<file path="src/rtl/wb_stage.sv">
// Writeback stage: one-entry pipeline register feeding the register file.
// Also provides load extraction, a forwarding tap, retire counting and ebreak halt.
module wb_stage #(
  parameter int DATA_WIDTH = 64,
  parameter int ADDR_WIDTH = 5
) (
  input  logic                  clk,
  input  logic                  rst,
  input  logic                  in_valid,
  output logic                  in_ready,
  input  logic [DATA_WIDTH-1:0] in_pc,
  input  logic [ADDR_WIDTH-1:0] in_rd,
  input  logic                  in_wen,
  input  logic                  in_is_load,
  input  logic [2:0]            in_funct3,
  input  logic [DATA_WIDTH-1:0] in_alu_result,
  input  logic [DATA_WIDTH-1:0] in_mem_rdata,
  input  logic                  in_is_ebreak,
  input  logic                  stall,
  output logic                  rf_wen,
  output logic [ADDR_WIDTH-1:0] rf_rd,
  output logic [DATA_WIDTH-1:0] rf_wdata,
  output logic                  fwd_valid,
  output logic [ADDR_WIDTH-1:0] fwd_rd,
  output logic [DATA_WIDTH-1:0] fwd_data,
  output logic                  commit,
  output logic [DATA_WIDTH-1:0] commit_pc,
  output logic [63:0]           instret,
  output logic                  halted
);

  typedef enum logic {
    RUN  = 1'b0,
    HALT = 1'b1
  } state_t;

  typedef struct packed {
    logic                  valid;
    logic                  ebreak;
    logic                  wen;
    logic [ADDR_WIDTH-1:0] rd;
    logic [DATA_WIDTH-1:0] pc;
    logic [DATA_WIDTH-1:0] data;
  } wb_q_t;

  state_t state_q;
  state_t state_d;
  wb_q_t  q;
  wb_q_t  d;

  logic                  ready;
  logic                  fire;
  logic                  ebreak_pend;
  logic [DATA_WIDTH-1:0] ld_data;
  logic [DATA_WIDTH-1:0] wr_data;
  logic [63:0]           instret_q;

  // Shift the doubleword down to the addressed byte, then size/extend.
  function automatic logic [DATA_WIDTH-1:0] load_ext(
    input logic [DATA_WIDTH-1:0] rdata,
    input logic [2:0]            off,
    input logic [2:0]            f3
  );
    logic [DATA_WIDTH-1:0] sh;
    logic [DATA_WIDTH-1:0] r;
    sh = rdata >> {off, 3'b000};
    r  = '0;
    case (f3)
      3'd0: r = {{(DATA_WIDTH-8){sh[7]}}, sh[7:0]};
      3'd1: r = {{(DATA_WIDTH-16){sh[15]}}, sh[15:0]};
      3'd2: r = {{(DATA_WIDTH-32){sh[31]}}, sh[31:0]};
      3'd3: r = sh;
      3'd4: r = {{(DATA_WIDTH-8){1'b0}}, sh[7:0]};
      3'd5: r = {{(DATA_WIDTH-16){1'b0}}, sh[15:0]};
      3'd6: r = {{(DATA_WIDTH-32){1'b0}}, sh[31:0]};
      default: r = '0;
    endcase
    return r;
  endfunction

  assign ebreak_pend = q.valid && q.ebreak;
  assign fire        = in_valid && ready;

  // Write data selection at capture time.
  always_comb begin
    ld_data = load_ext(in_mem_rdata, in_alu_result[2:0], in_funct3);
    wr_data = in_is_load ? ld_data : in_alu_result;
  end

  // Next pipeline-register contents; empty unless a handshake happens.
  always_comb begin
    d = '0;
    if (fire) begin
      d.valid  = 1'b1;
      d.ebreak = in_is_ebreak;
      d.wen    = in_wen && !in_is_ebreak;
      d.rd     = in_rd;
      d.pc     = in_pc;
      d.data   = wr_data;
    end
  end

  // Pipeline register: each entry lives one cycle.
  always_ff @(posedge clk or posedge rst) begin
    if (rst) q <= '0;
    else     q <= d;
  end

  // FSM state register.
  always_ff @(posedge clk or posedge rst) begin
    if (rst) state_q <= RUN;
    else     state_q <= state_d;
  end

  // FSM next state and ready decode.
  always_comb begin
    state_d = state_q;
    ready   = 1'b0;
    unique case (state_q)
      RUN: begin
        ready = !stall && !ebreak_pend;
        if (ebreak_pend) state_d = HALT;
      end
      HALT: begin
        state_d = HALT;
        ready   = 1'b0;
      end
      default: begin
        state_d = RUN;
        ready   = 1'b0;
      end
    endcase
  end

  // Retired-instruction counter, wraps naturally.
  always_ff @(posedge clk or posedge rst) begin
    if (rst)          instret_q <= '0;
    else if (q.valid) instret_q <= instret_q + 64'd1;
  end

  // Register-file, forwarding and commit outputs.
  always_comb begin
    in_ready  = ready;
    rf_wen    = q.valid && q.wen && (q.rd != '0);
    rf_rd     = q.rd;
    rf_wdata  = q.data;
    fwd_valid = rf_wen;
    fwd_rd    = q.rd;
    fwd_data  = q.data;
    commit    = q.valid;
    commit_pc = q.pc;
    instret   = instret_q;
    halted    = (state_q == HALT);
  end

endmodule

</file>
<file path="config.mk">
export PLATFORM = sky130hd
export DESIGN_NAME = wb_stage
export DESIGN_NICKNAME = d
export VERILOG_FILES = /design/src/rtl/wb_stage.sv
export SDC_FILE = /design/constraint.sdc
export NUM_CORES = 1
export LEC_CHECK = 0
export ABC_AREA = 1
export CAP_MARGIN = 20
export CORE_AREA = 5 5 183 185
export CTS_BUF_LIST = sky130_fd_sc_hd__clkbuf_4 sky130_fd_sc_hd__clkbuf_8
export CTS_CLUSTER_DIAMETER = 50
export DETAILED_ROUTE_END_ITERATION = 12
export DIE_AREA = 0 0 188 190
export DONT_BUFFER_PORTS = 1
export HOLD_SLACK_MARGIN = 0.06
export PLACE_DENSITY = 0.58
export SYNTH_ARGS = -nofsm -noshare
export SYNTH_HDL_FRONTEND = slang
export SYNTH_SLANG_ARGS = --single-unit
</file>
<file path="constraint.sdc">
create_clock -name clk -period 11.8 [get_ports clk]
set_input_delay 1.77 -clock clk [delete_from_list [all_inputs] [get_ports clk]]
set_output_delay 1.77 -clock clk [all_outputs]
set_load 0.05 [all_outputs]
</file>
==> metrics.yaml <==
power_and_ir_drop:
  powerDensity_nw_per_um2: 152.7
  pwr-share-clk_pct: 41.0
  p_leak_nw: 5.906
  p_seq_share_pct: 49.5
  switching_power_mw: 0.6184
  vdd_drop_max_uv: 83.91
  p_sw_share_pct: 33.96
  intPower_mw: 1.203
  combinationalPowerShare_pct: 9.5
clocking:
  cts_resized: 0
  clk_latency_ns: 0.55
  cts_tree: "built"
  root_buffer: "clkbuf_8"
  cts_hold_buf: 0
  htree_levels: 2
  post_cts_buffers: 0
  cts_sinks: 201
  clk_pin_slew_worst_paths_ns: 0.06
  clock_path_buffers: 3
  numCtsBuffers: 40
worst_setup_path:
  crit_path_top_delay_cell: "dfrtp_1"
  path_cells: "or3_1 > o311ai_0 > inv_1"
  end_kind: "output pin"
  critical_path_class: "reg -> out"
  crit_arrival_ns: 2.58
  worstReg2RegStart: "commit"
  rrSetupSlack_ns: 8.58
  cp_max_fo: 3
  r2r-end: "fwd_data[41]"
  reg2regPathDepth: 7
  cp.buffers_inverters: 1
  setup.worst_path.start_class: "flip-flop"
  cp_top_family: "flip-flops"
  worstPathRequired_ns: 10.03
  max_stage_delay_ns: 0.75
final_layout:
  final_common_cell: "nand2_1"
  regArea_um2: 5030
  layout.filler_cells: 3449
  syn_to_final_growth_pct: -3.533
  multi_input_area_um2: 4853
  fin_util_pct: 37.41
  final_cell_mix: "398 x nand2_1, 201 x dfrtp_1, 170 x nor2_1, 153 x inv_1, 74 x nand3_1"
  drive_gt1_share_pct: 9.537
  final_nets: 1626
sta:
  rsz0062_at_grt: "false"
  drv_slew: 0
  setup_viol: 0
  period_share_pct: 36.85
  max-slew-margin-rel_pct: 30.83
  fin_worst_skew_ns: 0.03394
  period_needed_ns: 4.348
  fmax_mhz: 230.0
  hold_violations: 0
  fin_setup_tns_ns: 0
  worst_pin_slew_ns: 1.034
min_path:
  hold_class: "reg -> reg"
  worstHoldStart: "q[134]"
  hold_end: "halted"
  holdPathStages: 2
die:
  die_h_um: 190
  start_util_pct: 38.78
  boundaryPins: 478
  die_area_um2: 35720
  core.rowCount: 66
  core_region_area_um2: 31880
  die_x_um: 188
routing:
  wl_mm: 38.99
  wire_per_inst_um: 21.00
  first_iter_violations: 636
  routed-via-count: 9537
  drc: 0
  ant_nets: 0
  firstDrtPassIters: 6
  via_per_inst: 5.138
yosys:
  synth_warnings: 0
  synthCells: 1647
  synth-edff-count: 0
  netlist_area_um2: 12360
  synth_seq_cells: 201
  synthArstFlopShare_pct: 100.0
  yosysSeqAreaShare_pct: 40.69
  synth_top_flop_cell: "dfrtp_1"
  synth_cell_types: 41
  synth_nets: 1855
  syn_area_per_cell_um2: 7.505
place:
  place.gp.congestion: 0.9408
  io_buffers: 0
  dp_hpwl_mm: 29.84
run_status:
  outcome: "completed"
global_routing:
  grt_overflow: 0
  grt_pass1_vias: 9576
  antenna_found_initial: 1
  grt_max_degree: 105
  grt_usage_pct: 20.84
  grt_pass1_wl_mm: 57.95
run:
  drv_cap: 0
cells in the mapped netlist, drive strengths merged (19+ instances only):
library cell	number	area (um2)
inv	159	599.3
nand4	58	369.1
nand2	423	1653
dfrtp	201	5030
xor2	31	271.5
o211ai	20	150.1
nor2	178	700.7
nor3	22	120.1
xnor2	19	166.4
buf	254	1793
o21ai	68	340.3
clkbuf	25	95.09
a21oi	83	452.9
nand3	77	407.9
registers in the layout (all words and copies together), names as in the netlist:
| signal | count |
|---|---|
| q | 2 |
| instret | 64 |
| fwd_data | 64 |
| commit_pc | 64 |
| fwd_rd | 5 |
| commit | 1 |
| halted | 1 |
power by group through the flow:
stage | clock network [mW] | registers (mW) | logic [mW]
after floorplan | 0 | 0.781 | 0.313
after detailed placement | 0 | 0.915 | 0.176
after global placement | 0 | 0.915 | 0.175
final | 0.747 | 0.901 | 0.174
after global routing | 0.817 | 0.904 | 0.198
after CTS | 0.780 | 0.902 | 0.177
per-stage QoR:
stage / cell area [um2] / hold slack (ns) / cells / power (mW) / setup slack (ns)
final: 11920 / 0.4906 / 1856 / 1.821 / 7.452
after global routing: 11920 / 0.5066 / 1856 / 1.920 / 7.361
after CTS: 11920 / 0.4952 / 1855 / 1.859 / 7.387
after detailed placement: 11060 / 0.4625 / 1784 / 1.091 / 7.479
after global placement: 11060 / 0.4568 / 1784 / 1.090 / 7.455
after floorplan: 12360 / 0.4350 / 1647 / 1.094 / 4.548
layout make-up:
class                      count  share of cell area [%]
timing repair buffer           8                  0.5037
sequential                   201                   42.18
tap                          408                   4.281
clock buffer                  59                   6.338
antenna                        1                 0.02099
multi-input combinational   1008                   40.70
inverter                     159                   5.089
clock inverter                12                  0.8814
cells by family after synthesis:
kind of cell | count (synthesis) | share of synthesized area (%)
xor gates and xnor gates | 50 | 3.543
DFF | 201 | 40.69
buffers and inverters | 438 | 20.12
adders and majority gates | 1 | 0.1012
and+or+nand+nor | 773 | 27.10
AOI/OAI and AO/OA | 184 | 8.442
worst register-to-register path: cells and delay by family, from the launching register on:
kind,cells,cell delay [ns]
compound gates,1,0.30
buf+inv,2,0.84
flops,1,0.36
simple gates,4,1.64
layer usage:
metal | GRT usage (%) | up-vias | part of all wire (%)
met5 | 0 | - | 0
met4 | 6.719 | 0 | 2.8
met3 | 6.844 | 58 | 9.4
met2 | 35.19 | 418 | 49
met1 | 25.29 | 4508 | 39
li1 | - | 4553 | -
worst max path at each step:
| stage | startpoint | end | slack [ns] | cells after the start |
|---|---|---|---|---|
| 2_1_floorplan | rst | commit | 4.55 | 1 |
| 3_3_place_gp | stall | in_ready | 7.45 | 1 |
| 6_report | fwd_rd[3] | fwd_valid | 7.45 | 3 |
| 5_1_grt | fwd_rd[3] | fwd_valid | 7.36 | 3 |
| 3_5_place_dp | stall | in_ready | 7.48 | 1 |
| 4_1_cts | fwd_rd[3] | fwd_valid | 7.39 | 3 |
(Power assumes the default switching activity.)
